[src/rtl/feature2weight_hbm_packer_pkg.sv]
// Shared constants and FSM state type for the feature-to-weight HBM packer.
package f2w_pkg;

    localparam int unsigned HBM_DW        = 256;
    localparam int unsigned T_QUANT_BLOCK = 128;
    localparam int unsigned WT_DW         = 4;
    localparam int unsigned SCALE_DW      = 16;
    localparam int unsigned GROUP_BLOCKS  = HBM_DW / SCALE_DW;
    localparam int unsigned BLK_BEATS     = T_QUANT_BLOCK * WT_DW / HBM_DW;

    typedef enum logic [1:0] {
        IDLE,
        WT,
        SC,
        FIN
    } state_t;

endpackage

[src/rtl/feature2weight_hbm_packer_out_slice.sv]
// Single registered valid/ready stage carrying an HBM beat and its address.
module f2w_out_slice #(
    parameter int unsigned DW = 256,
    parameter int unsigned AW = 32
) (
    input  logic          clk,
    input  logic          rst,
    input  logic          in_vld,
    output logic          in_rdy,
    input  logic [DW-1:0] in_dat,
    input  logic [AW-1:0] in_addr,
    output logic          out_vld,
    input  logic          out_rdy,
    output logic [DW-1:0] out_dat,
    output logic [AW-1:0] out_addr
);

    // Accept a new beat whenever the register is empty or draining this cycle.
    assign in_rdy = !out_vld || out_rdy;

    // Load on accept, otherwise hold until the consumer takes the beat.
    always_ff @(posedge clk) begin
        if (rst) begin
            out_vld  <= 1'b0;
            out_dat  <= '0;
            out_addr <= '0;
        end else if (in_vld && in_rdy) begin
            out_vld  <= 1'b1;
            out_dat  <= in_dat;
            out_addr <= in_addr;
        end else if (out_rdy) begin
            out_vld  <= 1'b0;
        end
    end

endmodule

[src/rtl/feature2weight_hbm_packer.sv]
// Packs INT4 weight beats and their per-block FP16 scales into a linear
// stream of HBM write beats: every group of up to GROUP_BLOCKS blocks is
// followed by one beat holding the group's scales.
module feature2weight_hbm_packer #(
    parameter int unsigned HBM_DW        = 256,
    parameter int unsigned T_QUANT_BLOCK = 128,
    parameter int unsigned WT_DW         = 4,
    parameter int unsigned SCALE_DW      = 16
) (
    input  logic                clk,
    input  logic                rst,
    input  logic                start,
    input  logic [12:0]         cfg_blocks,
    input  logic [15:0]         cfg_rows,
    input  logic [31:0]         cfg_base_addr,
    input  logic                wt_vld,
    output logic                wt_rdy,
    input  logic [HBM_DW-1:0]   wt_dat,
    input  logic                sc_vld,
    output logic                sc_rdy,
    input  logic [SCALE_DW-1:0] sc_dat,
    output logic                out_vld,
    input  logic                out_rdy,
    output logic [HBM_DW-1:0]   out_dat,
    output logic [31:0]         out_addr,
    output logic                busy,
    output logic                done
);

    localparam int unsigned GROUP_BLOCKS = HBM_DW / SCALE_DW;
    localparam int unsigned BLK_BEATS    = T_QUANT_BLOCK * WT_DW / HBM_DW;
    localparam int unsigned BEAT_W       = (BLK_BEATS > 1) ? $clog2(BLK_BEATS) : 1;
    localparam int unsigned GRP_W        = $clog2(GROUP_BLOCKS) + 1;

    import f2w_pkg::*;

    state_t              state;
    logic [12:0]         blocks_q;
    logic [15:0]         rows_q;
    logic [12:0]         blk_cnt;
    logic [15:0]         row_cnt;
    logic [BEAT_W-1:0]   beat_cnt;
    logic [GRP_W-1:0]    grp_cnt;
    logic [31:0]         addr;
    logic [HBM_DW-1:0]   scale_reg;

    logic                last_beat;
    logic                last_blk;
    logic                grp_full;
    logic                slice_rdy;
    logic                slice_vld;
    logic [HBM_DW-1:0]   slice_dat;
    logic                wt_fire;
    logic                sc_emit;

    // Handshake decode: the last beat of a block only moves together with its scale.
    always_comb begin
        last_beat = (beat_cnt == BEAT_W'(BLK_BEATS - 1));
        last_blk  = (blk_cnt + 13'd1 == blocks_q);
        grp_full  = (grp_cnt == GRP_W'(GROUP_BLOCKS - 1));
        wt_rdy    = (state == WT) && slice_rdy && (!last_beat || sc_vld);
        sc_rdy    = wt_rdy && last_beat;
        wt_fire   = wt_vld && wt_rdy;
        sc_emit   = (state == SC) && slice_rdy;
        slice_vld = wt_fire || sc_emit;
        slice_dat = (state == SC) ? scale_reg : wt_dat;
    end

    // Control FSM: walks blocks, groups and rows and maintains the beat address.
    always_ff @(posedge clk) begin
        if (rst) begin
            state     <= IDLE;
            blocks_q  <= '0;
            rows_q    <= '0;
            blk_cnt   <= '0;
            row_cnt   <= '0;
            beat_cnt  <= '0;
            grp_cnt   <= '0;
            addr      <= '0;
            scale_reg <= '0;
            busy      <= 1'b0;
            done      <= 1'b0;
        end else begin
            done <= 1'b0;
            case (state)
                IDLE: begin
                    if (start) begin
                        blocks_q  <= cfg_blocks;
                        rows_q    <= cfg_rows;
                        addr      <= cfg_base_addr;
                        blk_cnt   <= '0;
                        row_cnt   <= '0;
                        beat_cnt  <= '0;
                        grp_cnt   <= '0;
                        scale_reg <= '0;
                        busy      <= 1'b1;
                        state     <= (cfg_blocks == 13'd0 || cfg_rows == 16'd0) ? FIN : WT;
                    end
                end
                WT: begin
                    if (wt_fire) begin
                        addr <= addr + 32'd32;
                        if (last_beat) begin
                            beat_cnt <= '0;
                            scale_reg[SCALE_DW*grp_cnt +: SCALE_DW] <= sc_dat;
                            grp_cnt  <= grp_cnt + 1'b1;
                            blk_cnt  <= blk_cnt + 13'd1;
                            if (grp_full || last_blk) begin
                                state <= SC;
                            end
                        end else begin
                            beat_cnt <= beat_cnt + 1'b1;
                        end
                    end
                end
                SC: begin
                    if (sc_emit) begin
                        addr      <= addr + 32'd32;
                        scale_reg <= '0;
                        grp_cnt   <= '0;
                        if (blk_cnt == blocks_q) begin
                            blk_cnt <= '0;
                            if (row_cnt == rows_q - 16'd1) begin
                                state <= FIN;
                            end else begin
                                row_cnt <= row_cnt + 16'd1;
                                state   <= WT;
                            end
                        end else begin
                            state <= WT;
                        end
                    end
                end
                FIN: begin
                    done  <= 1'b1;
                    busy  <= 1'b0;
                    state <= IDLE;
                end
                default: state <= IDLE;
            endcase
        end
    end

    f2w_out_slice #(
        .DW (HBM_DW),
        .AW (32)
    ) u_out_slice (
        .clk      (clk),
        .rst      (rst),
        .in_vld   (slice_vld),
        .in_rdy   (slice_rdy),
        .in_dat   (slice_dat),
        .in_addr  (addr),
        .out_vld  (out_vld),
        .out_rdy  (out_rdy),
        .out_dat  (out_dat),
        .out_addr (out_addr)
    );

endmodule

[config.mk]
export PLATFORM = sky130hd
export DESIGN_NAME = feature2weight_hbm_packer
export DESIGN_NICKNAME = d
export VERILOG_FILES = /design/src/rtl/feature2weight_hbm_packer_pkg.sv /design/src/rtl/feature2weight_hbm_packer_out_slice.sv /design/src/rtl/feature2weight_hbm_packer.sv
export SDC_FILE = /design/constraint.sdc
export NUM_CORES = 2
export LEC_CHECK = 0
export CAP_MARGIN = 20
export CORE_UTILIZATION = 35
export DETAILED_ROUTE_END_ITERATION = 6
export GPL_TIMING_DRIVEN = 0
export PLACE_DENSITY = 0.69
export SYNTH_ARGS = -nofsm -noshare
export SYNTH_HDL_FRONTEND = slang
export SYNTH_HIERARCHICAL = 1
export SYNTH_SLANG_ARGS = --single-unit
[constraint.sdc]
create_clock -name clk -period 5.8 [get_ports clk]
set_input_delay 1.16 -clock clk [delete_from_list [all_inputs] [get_ports clk]]
set_output_delay 1.16 -clock clk [all_outputs]
set_load 0.02 [all_outputs]
==> results.yml <==
placed_design:
  placed_area_mm2: 0.03817
  portBuffers: 615
  numPlacedInstances: 5142
  dp_hpwl_mm: 93.73
  place.gp.congestion: 0.9144
sta:
  period_needed_ns: 5.114
  rsz0062_at_grt: "no"
  fmax_mhz: 195.5
  max_slew_margin: 0.2240
  finalSetupTns_ns: 0
  hold_viol: 0
  timing.final.max_slew_violations: 0
  setup_viol: 0
  fin_crit_sh: 0.8818
  finClkSkew_ns: 0.03009
  tightest_slew_ns: 1.164
die:
  rows: 107
  pin_count: 632
  die_w_um: 296.6
  die_y_um: 296.6
  start_util: 0.3551
  die_area_mm2: 0.08798
  core_area_mm2: 0.08555
drt:
  via_per_inst: 5.461
  dr.pass1.iters: 7
  ant_nets: 0
  drtIter0Drc: 2299
  vias: 28901
  wirelength_mm: 123.9
  drc: 0
  post_drt_wl_per_cell_um: 23.41
power_and_ir_drop:
  p_seq_frac: 0.306
  switchingPower_mw: 7.179
  power.density_mw_per_mm2: 448.1
  power_leakage_nw: 14.30
  p_int_mw: 11.09
  combPwrFrac: 0.424
  switching_share: 0.3929
  clkPwrFrac: 0.270
  ir_worst_vdd_v: 0.0003051
synthesis:
  synthesis.nets: 3721
  ys_ff_latch: 645
  synth_flop_cell: "dfxtp_1"
  syn-instance-count: 3369
  synth_cell_type_count: 77
  yosys_warnings: 6
  synth_top_area_frac: 0.4251
  async_reset_ff_frac: 0
  synth.avg_cell_area_um2: 9.017
  netlist_top_cells_area: "dfxtp_1 43%, mux2_2 9.5%, a21oi_1 6.7%"
  seq_area_frac_synth: 0.4251
  syn_area_mm2: 0.03038
  synth_edf_count: 0
  synth_area_leader_cell: "dfxtp_1"
clocking:
  clock_path_buffers: 3
  cts.sinks: 645
  numCtsBuffers: 75
  root_buffer: "clkbuf_16"
  ctsHoldBuffers: 0
  cts_resized: 0
  clk_latency_ns: 0.63
  cts_setup_buffers: 0
  tritoncts: "yes"
  path_clk_slew_ns: 0.06
  cts-htree-levels: 3
finish:
  final_util: 0.4766
  filler_cell_count: 8146
  final_nets: 4427
  area_delta_synth_final_pct: 34.21
  final_layout_size_suffix_gt1_frac: 0.1651
  instances_no_fill: 5292
  stdcell_area_mm2: 0.04077
min_path:
  hold_class: "reg -> reg"
grt:
  antenna_found_initial: 21
  grt_pass1_wl_mm: 178.3
  grt_pass1_vias: 27853
  grt_max_degree: 15
  grt-ovfl-total: 0
  track_usage: 0.2706
worst_setup_path:
  worstSetupStartpointType: "input pin"
  required_ns: 6.36
  path_cells: "clkdlybuf4s50_1, nand2b_4, buf_6, buf_6, buf_2, nand4_1, a2111o_1, clkbuf_1, nor2_1, clkbuf_1, a21oi_1, nor4b_1, a21oi_1, nor2_1"
  crit_type: "in -> reg"
  cp_slowest_cell: "nor4b_1"
  cpPeakStageDelay_ns: 0.63
  crit_fanout: 14
  crit_arrival_ns: 5.67
  cp-end-kind: "register"
run_status:
  status: "complete, no violations"
job:
  maxCapViolCount: 0
## cell families (layout without fill, tap and decap cells)
logic type	after synthesis	count (layout)	share of synthesized area
flops	645	645	0.4251
fa+ha+maj	13	13	0.005355
compound gates	1064	1064	0.2526
buf+inv	360	1121	0.05532
other cells	0	18	0
xor+xnor	53	53	0.01553
mux	259	259	0.09589
simple gates	975	975	0.1503
## worst paths after layout
| path | slack, ns | cells past startpoint | to | from |
|---|---|---|---|---|
| worst max-delay path | 0.69 | 14 | scale_reg[124]$_SDFFE_PP0P_ | out_rdy |
| worst min-delay path | 0.45 | 2 | scale_reg[0]$_SDFFE_PP0P_ | scale_reg[0]$_SDFFE_PP0P_ |
| worst min register to register | 0.45 | 2 | scale_reg[0]$_SDFFE_PP0P_ | scale_reg[0]$_SDFFE_PP0P_ |
| worst max register to register | 1.40 | 13 | scale_reg[124]$_SDFFE_PP0P_ | u_out_slice/out_vld$_SDFFE_PP0P_ |
## cell usage in the layout (no fill, tap or decap), types with 12 or more instances in the layout
cell	count
dfxtp_1	645
clkdlybuf4s50_1	615
a21oi_1	404
nand3_1	350
nor2_1	306
mux2_2	256
a22oi_1	249
clkbuf_1	220
nand2_1	160
a21bo_2	158
a21bo_1	130
buf_2	78
clkbuf_16	76
o21ai_0	39
nor3_1	30
xor2_1	28
xnor2_1	24
buf_1	23
buf_6	22
nand4_1	21
a211oi_1	19
diode_2	18
and3_1	16
clkinv_2	15
inv_1	14
o31ai_1	14
nor4_1	13
ha_1	13
buf_8	12
or3_1	12
## metrics by stage
stage               power, mW  worst slack (ns)  hold slack [ns]
finish                  18.27            0.6858           0.4530
global route            19.13            0.3355           0.4712
CTS                     18.28            0.6715           0.4533
detailed placement      13.33           0.02588           0.4444
global placement        13.25           0.09518           0.4400
floorplan               10.29             1.983           0.4285
## cell usage after synthesis, types with 8 or more instances
cell type,number
buf_6,22
nor2_1,306
buf_1,23
xnor2_1,24
a211oi_1,19
a21bo_1,130
nor4_1,13
a21oi_1,404
a22oi_1,249
mux2_2,256
a21bo_2,158
and2_1,8
buf_2,77
nand2_1,160
xor2_1,28
o21ai_0,39
dfxtp_1,645
ha_1,13
nand3_1,350
inv_1,14
nor3_1,30
or3_1,12
or4_1,9
nand4_1,21
and3_1,16
o31ai_1,14
clkbuf_1,210
## power by group through the flow
stage / sequential, mW / combinational (mW) / clock (mW)
6_report: 5.59 / 7.75 / 4.93
5_1_grt: 5.66 / 8.27 / 5.19
4_1_cts: 5.58 / 7.70 / 5.00
3_5_place_dp: 5.67 / 7.66 / 0
3_3_place_gp: 5.66 / 7.60 / 0
2_1_floorplan: 6.17 / 4.12 / 0
## worst max-delay path: cells and delay by family
family          cells  cell delay [ns]
buf+inv             6             2.04
simple gates        5             1.46
compound gates      3             0.94
## cell type report
cell class                 instances  area (um2)  area share
antenna                           18       45.04    0.001105
buffer                           342        1613     0.03956
clock buffer                      93        2036     0.04993
clock inverter                    39       518.0     0.01271
inverter                          18       67.56    0.001657
multi-input combinational       2364       15790      0.3872
sequential                       645       12910      0.3167
tap                             1144        1431     0.03511
timing repair buffer             629        6361      0.1560
## metal layers
metal | global-route usage | share of wire | up-vias
li1 | - | - | 13593
met1 | 0.3398 | 0.42 | 13994
met2 | 0.4529 | 0.47 | 1049
met3 | 0.05126 | 0.065 | 259
met4 | 0.1114 | 0.039 | 6
met5 | 0 | 0.00030 | -
Note: power is estimated with default switching activity, not from simulation.
